==> src/rtl/layer_compositor.sv <==
// Priority compositor: merges LAYERS colour-keyed sprite layers over a background,
// with frame-synchronous enable/blink configuration and a winning-layer report.
module layer_compositor #(
    parameter int                  LAYERS      = 8,
    parameter int                  COLOR_W     = 8,
    parameter logic [COLOR_W-1:0]  TRANSPARENT = 8'hFF,
    parameter int                  BLINK_BIT   = 4,
    parameter int                  FRAME_W     = 6
) (
    input  logic                          clk,
    input  logic                          resetN,
    input  logic                          startOfFrame,
    input  logic [LAYERS-1:0]             layerDR,
    input  logic [LAYERS*COLOR_W-1:0]     layerRGB,
    input  logic [COLOR_W-1:0]            backGroundRGB,
    input  logic                          cfgWe,
    input  logic [$clog2(LAYERS)-1:0]     cfgIdx,
    input  logic                          cfgEnable,
    input  logic                          cfgBlink,
    output logic [COLOR_W-1:0]            RGBOut,
    output logic                          hitValid,
    output logic [$clog2(LAYERS)-1:0]     hitLayer,
    output logic [FRAME_W-1:0]            frameCount
);

    localparam int                IDX_W    = $clog2(LAYERS);
    localparam logic [IDX_W:0]    LAYERS_V = (IDX_W+1)'(LAYERS);

    logic [LAYERS-1:0]         shEn, shBlink, actEn, actBlink;
    logic [LAYERS-1:0]         shEnNxt, shBlinkNxt;
    logic                      idxOk;
    logic [FRAME_W-1:0]        frameCnt;

    logic [LAYERS-1:0]         vis_p0;
    logic [LAYERS-1:0]         vis_p1;
    logic [LAYERS*COLOR_W-1:0] rgb_p1;
    logic [COLOR_W-1:0]        bg_p1;
    logic                      vld_p1;

    logic [IDX_W:0]            win_p1;
    logic [IDX_W-1:0]          winIdx_p1;
    logic                      winHit_p1;

    logic [COLOR_W-1:0]        rgb_p2;
    logic                      hit_p2;
    logic [IDX_W-1:0]          idx_p2;

    // Lowest visible index wins; result is {found, index}.
    function automatic logic [IDX_W:0] pickWinner(input logic [LAYERS-1:0] vis);
        logic [IDX_W:0] res;
        res = '0;
        for (int i = LAYERS - 1; i >= 0; i--) begin
            if (vis[i]) res = {1'b1, IDX_W'(i)};
        end
        return res;
    endfunction

    assign idxOk = ({1'b0, cfgIdx} < LAYERS_V);

    // A write landing in the startOfFrame cycle is folded into the copy.
    always_comb begin
        shEnNxt    = shEn;
        shBlinkNxt = shBlink;
        if (cfgWe && idxOk) begin
            shEnNxt[cfgIdx]    = cfgEnable;
            shBlinkNxt[cfgIdx] = cfgBlink;
        end
    end

    always_ff @(posedge clk or negedge resetN) begin
        if (!resetN) begin
            shEn     <= '1;
            shBlink  <= '0;
            actEn    <= '1;
            actBlink <= '0;
            frameCnt <= '0;
        end else begin
            shEn    <= shEnNxt;
            shBlink <= shBlinkNxt;
            if (startOfFrame) begin
                actEn    <= shEnNxt;
                actBlink <= shBlinkNxt;
                frameCnt <= frameCnt + 1'b1;
            end
        end
    end

    always_comb begin
        vis_p0 = '0;
        for (int i = 0; i < LAYERS; i++) begin
            vis_p0[i] = layerDR[i]
                      && (layerRGB[i*COLOR_W +: COLOR_W] != TRANSPARENT)
                      && actEn[i]
                      && (!actBlink[i] || !frameCnt[BLINK_BIT]);
        end
    end

    // Stage 1: visibility mask and colours
    always_ff @(posedge clk or negedge resetN) begin
        if (!resetN) begin
            vis_p1 <= '0;
            rgb_p1 <= '0;
            bg_p1  <= '0;
            vld_p1 <= 1'b0;
        end else begin
            vis_p1 <= vis_p0;
            rgb_p1 <= layerRGB;
            bg_p1  <= backGroundRGB;
            vld_p1 <= 1'b1;
        end
    end

    assign win_p1    = pickWinner(vis_p1);
    assign winHit_p1 = win_p1[IDX_W];
    assign winIdx_p1 = win_p1[IDX_W-1:0];

    // Stage 2: priority selection
    always_ff @(posedge clk or negedge resetN) begin
        if (!resetN) begin
            rgb_p2 <= '0;
            hit_p2 <= 1'b0;
            idx_p2 <= '0;
        end else if (vld_p1) begin
            rgb_p2 <= winHit_p1 ? rgb_p1[winIdx_p1*COLOR_W +: COLOR_W] : bg_p1;
            hit_p2 <= winHit_p1;
            idx_p2 <= winIdx_p1;
        end
    end

    assign RGBOut     = rgb_p2;
    assign hitValid   = hit_p2;
    assign hitLayer   = idx_p2;
    assign frameCount = frameCnt;

endmodule

==> config.mk <==
export PLATFORM = sky130hd
export DESIGN_NAME = layer_compositor
export DESIGN_NICKNAME = d
export VERILOG_FILES = /design/src/rtl/layer_compositor.sv
export SDC_FILE = /design/constraint.sdc
export NUM_CORES = 1
export LEC_CHECK = 0
export BUFFER_PORTS_ARGS = -buffer_cell sky130_fd_sc_hd__buf_2
export CAP_MARGIN = 20
export CORE_MARGIN = 5
export CORE_UTILIZATION = 54
export CTS_CLUSTER_DIAMETER = 30
export CTS_CLUSTER_SIZE = 28
export DETAILED_ROUTE_END_ITERATION = 16
export PLACE_DENSITY_LB_ADDON = 0.1
export SKIP_LAST_GASP = 1
export SLEW_MARGIN = 0
export SYNTH_ARGS = -nofsm -noshare
export SYNTH_HDL_FRONTEND = slang
export SYNTH_SLANG_ARGS = --single-unit
==> constraint.sdc <==
create_clock -name clk -period 2.75 [get_ports clk]
set_input_delay 0.275 -clock clk [delete_from_list [all_inputs] [get_ports clk]]
set_output_delay 0.275 -clock clk [all_outputs]
set_load 0.005 [all_outputs]
==> qor.yml <==
final_max_slew_viol_count: 0
whs_ns: 0.0156
crit_required_ns: 3.15
crit_fanout: 12
cts_buffers: 17
yosys.area_share.xor_xnor_pct: 0.869
cpPeakStageDelay_ns: 0.67
drive_above_1_share_pct: 34.7
drtPass1Iterations: 5
drt_wl_total_mm: 14.2
h-tree-depth: 4
path_cells: "nor2_1, o21ai_1, a211oi_2, a21oi_1, o32a_1"
max_freq_mhz: 442
min_period_ns: 2.26
post-route-period-util_pct: 82.3
drtAntennaViolNets: 0
post-cts-setup-buffer-count: 0
netlist_instances: 376
synth_cell_types: 48
synthSimpleGateAreaFrac_pct: 10.4
pin_count: 107
coreArea_sq_um: 9150
synth_fp_nets: 466
synth-main-ff-cell: "dfrtp_1"
fill_cells: 564
wl_per_cell_microns: 20.5
clk_pin_slew_ns: 0.07
finalSetupViolations: 0
power_density_nw_per_um2: 877
setup_tns_ns: 0
synth_top_family_by_area: "compound AO/OA/AOI/OAI gates"
syn_to_final_growth_pct: 40.3
end_kind: "flip-flop"
gp_congestion: 1.00
drv_cap: 0
vdd.ir_drop.worst_mv: 0.513
status: "completed"
syn_area_per_cell_sq_um: 13.4
drt_iter0_markers: 346
ys_warn_count: 0
grtUsageTotal_pct: 26.3
grt_pass1_wl_mm: 22.3
drc_errors: 0
slew_headroom_pct: 51.0
synth_compound_area_share_pct: 11.3
power_w: 0.00620
grt_pass1_vias: 4201
clockBufferDepth: 2
muxShareOfSynthArea_pct: 9.44
yosysSeqAreaShare_pct: 65.5
slowest_stage: "a211oi_2"
initial_utilization_pct: 55.0
nets: 657
critPathKind: "flip-flop to flip-flop"
r2r_setup_slack_ns: 0.49
cts_sinks: 131
grt-ovfl-total: 0
ys_async_sr_fraction_pct: 100
start_kind: "flip-flop"
report.final.hold_viol_count: 0
vias_per_cell: 5.80
synth_edf_count: 0
die_x_microns: 107
fp.dieH_microns: 107
clockRootBuffer: "clkbuf_8"
via_count: 4016
die_area_sq_um: 11400
cts_tree: "yes"
ys_ff_latch: 131
port_buffers: 106
rows: 35
place_hpwl_mm: 9.36
clk_latency_ns: 0.53
worst_pin_slew_ns: 0.734
leakagePower_nw: 3.11
cp_data_arrival_time_ns: 2.67
hold_class: "input port to flip-flop"
grt_max_degree: 61
finClkSkew_ns: 0.0129
syn-cell-area_sq_um: 5040
antenna_found_initial: 2
rsz0062_at_grt: "no"
synthAdderAreaFrac_pct: 0.248
-- cell families (layout without fill, tap and decap cells) --
logic type / after synthesis / count (layout)
flops: 131 / 131
simple gates: 92 / 92
compound gates: 78 / 78
mux: 43 / 43
buf+inv: 25 / 229
xor+xnor: 5 / 5
fa+ha+maj: 1 / 1
other cells: 1 / 3
-- path summary, 6_finish.rpt --
path	to	start	cells after the start
worst max-delay path	RGBOut[4]	vis_p1[4]	5
worst min-delay path	vis_p1[1]	layerDR[1]	2
worst max register to register	RGBOut[4]	vis_p1[4]	5
worst min register to register	frameCount[5]	frameCount[5]	1
max in group asynchronous	shEn[2]	resetN	3
min in group asynchronous	bg_p1[4]	resetN	2
-- report_power, final --
group / internal [W] / leakage (nW) / switching (W)
clock: 0.00140 / 0.292 / 0.000873
combinational: 0.000681 / 1.29 / 0.000708
sequential: 0.00229 / 1.53 / 0.000252
-- synthesized netlist by cell type, drive strengths merged (2+ instances only) --
library cell | n | area [sq um]
o221ai | 2 | 17.5
o2111ai | 4 | 35.0
o211ai | 4 | 30.0
nand4b | 3 | 26.3
mux2 | 36 | 405
or4 | 2 | 18.8
nor2b | 8 | 50.1
a22o | 4 | 35.0
a21oi | 14 | 70.1
mux2i | 7 | 70.1
a21boi | 2 | 15.0
o32a | 4 | 40.0
nor4 | 2 | 18.8
inv | 6 | 22.5
o32ai | 2 | 17.5
xor2 | 2 | 17.5
nand4 | 22 | 138
nor3b | 2 | 15.0
nor3 | 6 | 30.0
nand2 | 17 | 63.8
o2111a | 8 | 90.1
dfrtp | 115 | 2880
nand3 | 13 | 65.1
a31oi | 4 | 25.0
nor2 | 7 | 26.3
clkbuf | 11 | 41.3
xnor2 | 3 | 26.3
nand2b | 6 | 37.5
o21ai | 22 | 110
buf | 8 | 45.0
dfstp | 16 | 420
a2111o | 2 | 22.5
or4b | 2 | 20.0
-- critical path: cells and delay by family, from the launching register on --
family / cells / cell delay (ns)
flops: 1 / 0.53
compound gates: 4 / 1.35
simple gates: 1 / 0.26
-- layout by cell type (no fill, tap or decap), drive strengths merged, types with 6 or more instances in the layout --
| master | synthesis | final |
|---|---|---|
| nand3 | 13 | 13 |
| nand4 | 22 | 22 |
| o21ai | 22 | 22 |
| clkbuf | 11 | 18 |
| mux2 | 36 | 36 |
| nor2b | 8 | 8 |
| dfrtp | 115 | 115 |
| mux2i | 7 | 7 |
| o2111a | 8 | 8 |
| nand2b | 6 | 6 |
| dfstp | 16 | 16 |
| inv | 6 | 11 |
| nand2 | 17 | 17 |
| buf | 8 | 114 |
| dlygate4sd3 | 0 | 77 |
| a21oi | 14 | 14 |
| nor2 | 7 | 7 |
| nor3 | 6 | 6 |
-- repair_timing --
action | in CTS | in global routing
hold buffers | 77 | 0
hold endpoints to repair | 105 | 0
gates resized for setup | 0 | 0
-- per-stage QoR --
step / cells / instance area [sq um] / worst slack, ns / util (%)
floorplan: 376 / 5040 / 0.807 / -
detailed placement: 582 / 5700 / 0.565 / 62.2
global placement: 582 / 5700 / 0.705 / 62.2
CTS: 691 / 7060 / 0.530 / 77.1
global route: 693 / 7070 / 0.349 / 77.2
finish: 693 / 7070 / 0.486 / 77.2
-- layer usage --
metal	global-route usage, %	vias up	wire length [microns]
met1	31.8	1984	5370
met3	6.62	48	1010
met2	43.8	196	7250
met5	0	-	0
met4	13.1	0	573
li1	-	1788	-
-- flip-flops by register name, indices dropped and copies added (netlist names) --
register and count:
hitLayer 3, shBlink 8, actEn 8, rgb_p1 64
vis_p1 8, bg_p1 8, RGBOut 8, vld_p1 1
hitValid 1, actBlink 8, shEn 8, frameCount 6
-- final cells by class --
cell class                 count  area (sq um)  area share [%]
sequential                   131          3300            46.7
inverter                       6          22.5           0.319
antenna                        2          5.00          0.0708
timing repair buffer         191          1380            19.5
clock buffer                  18           418            5.91
multi-input combinational    220          1630            23.1
clock inverter                14           176            2.50
tap                          111           139            1.97
Power figures use the tool's default switching activity.
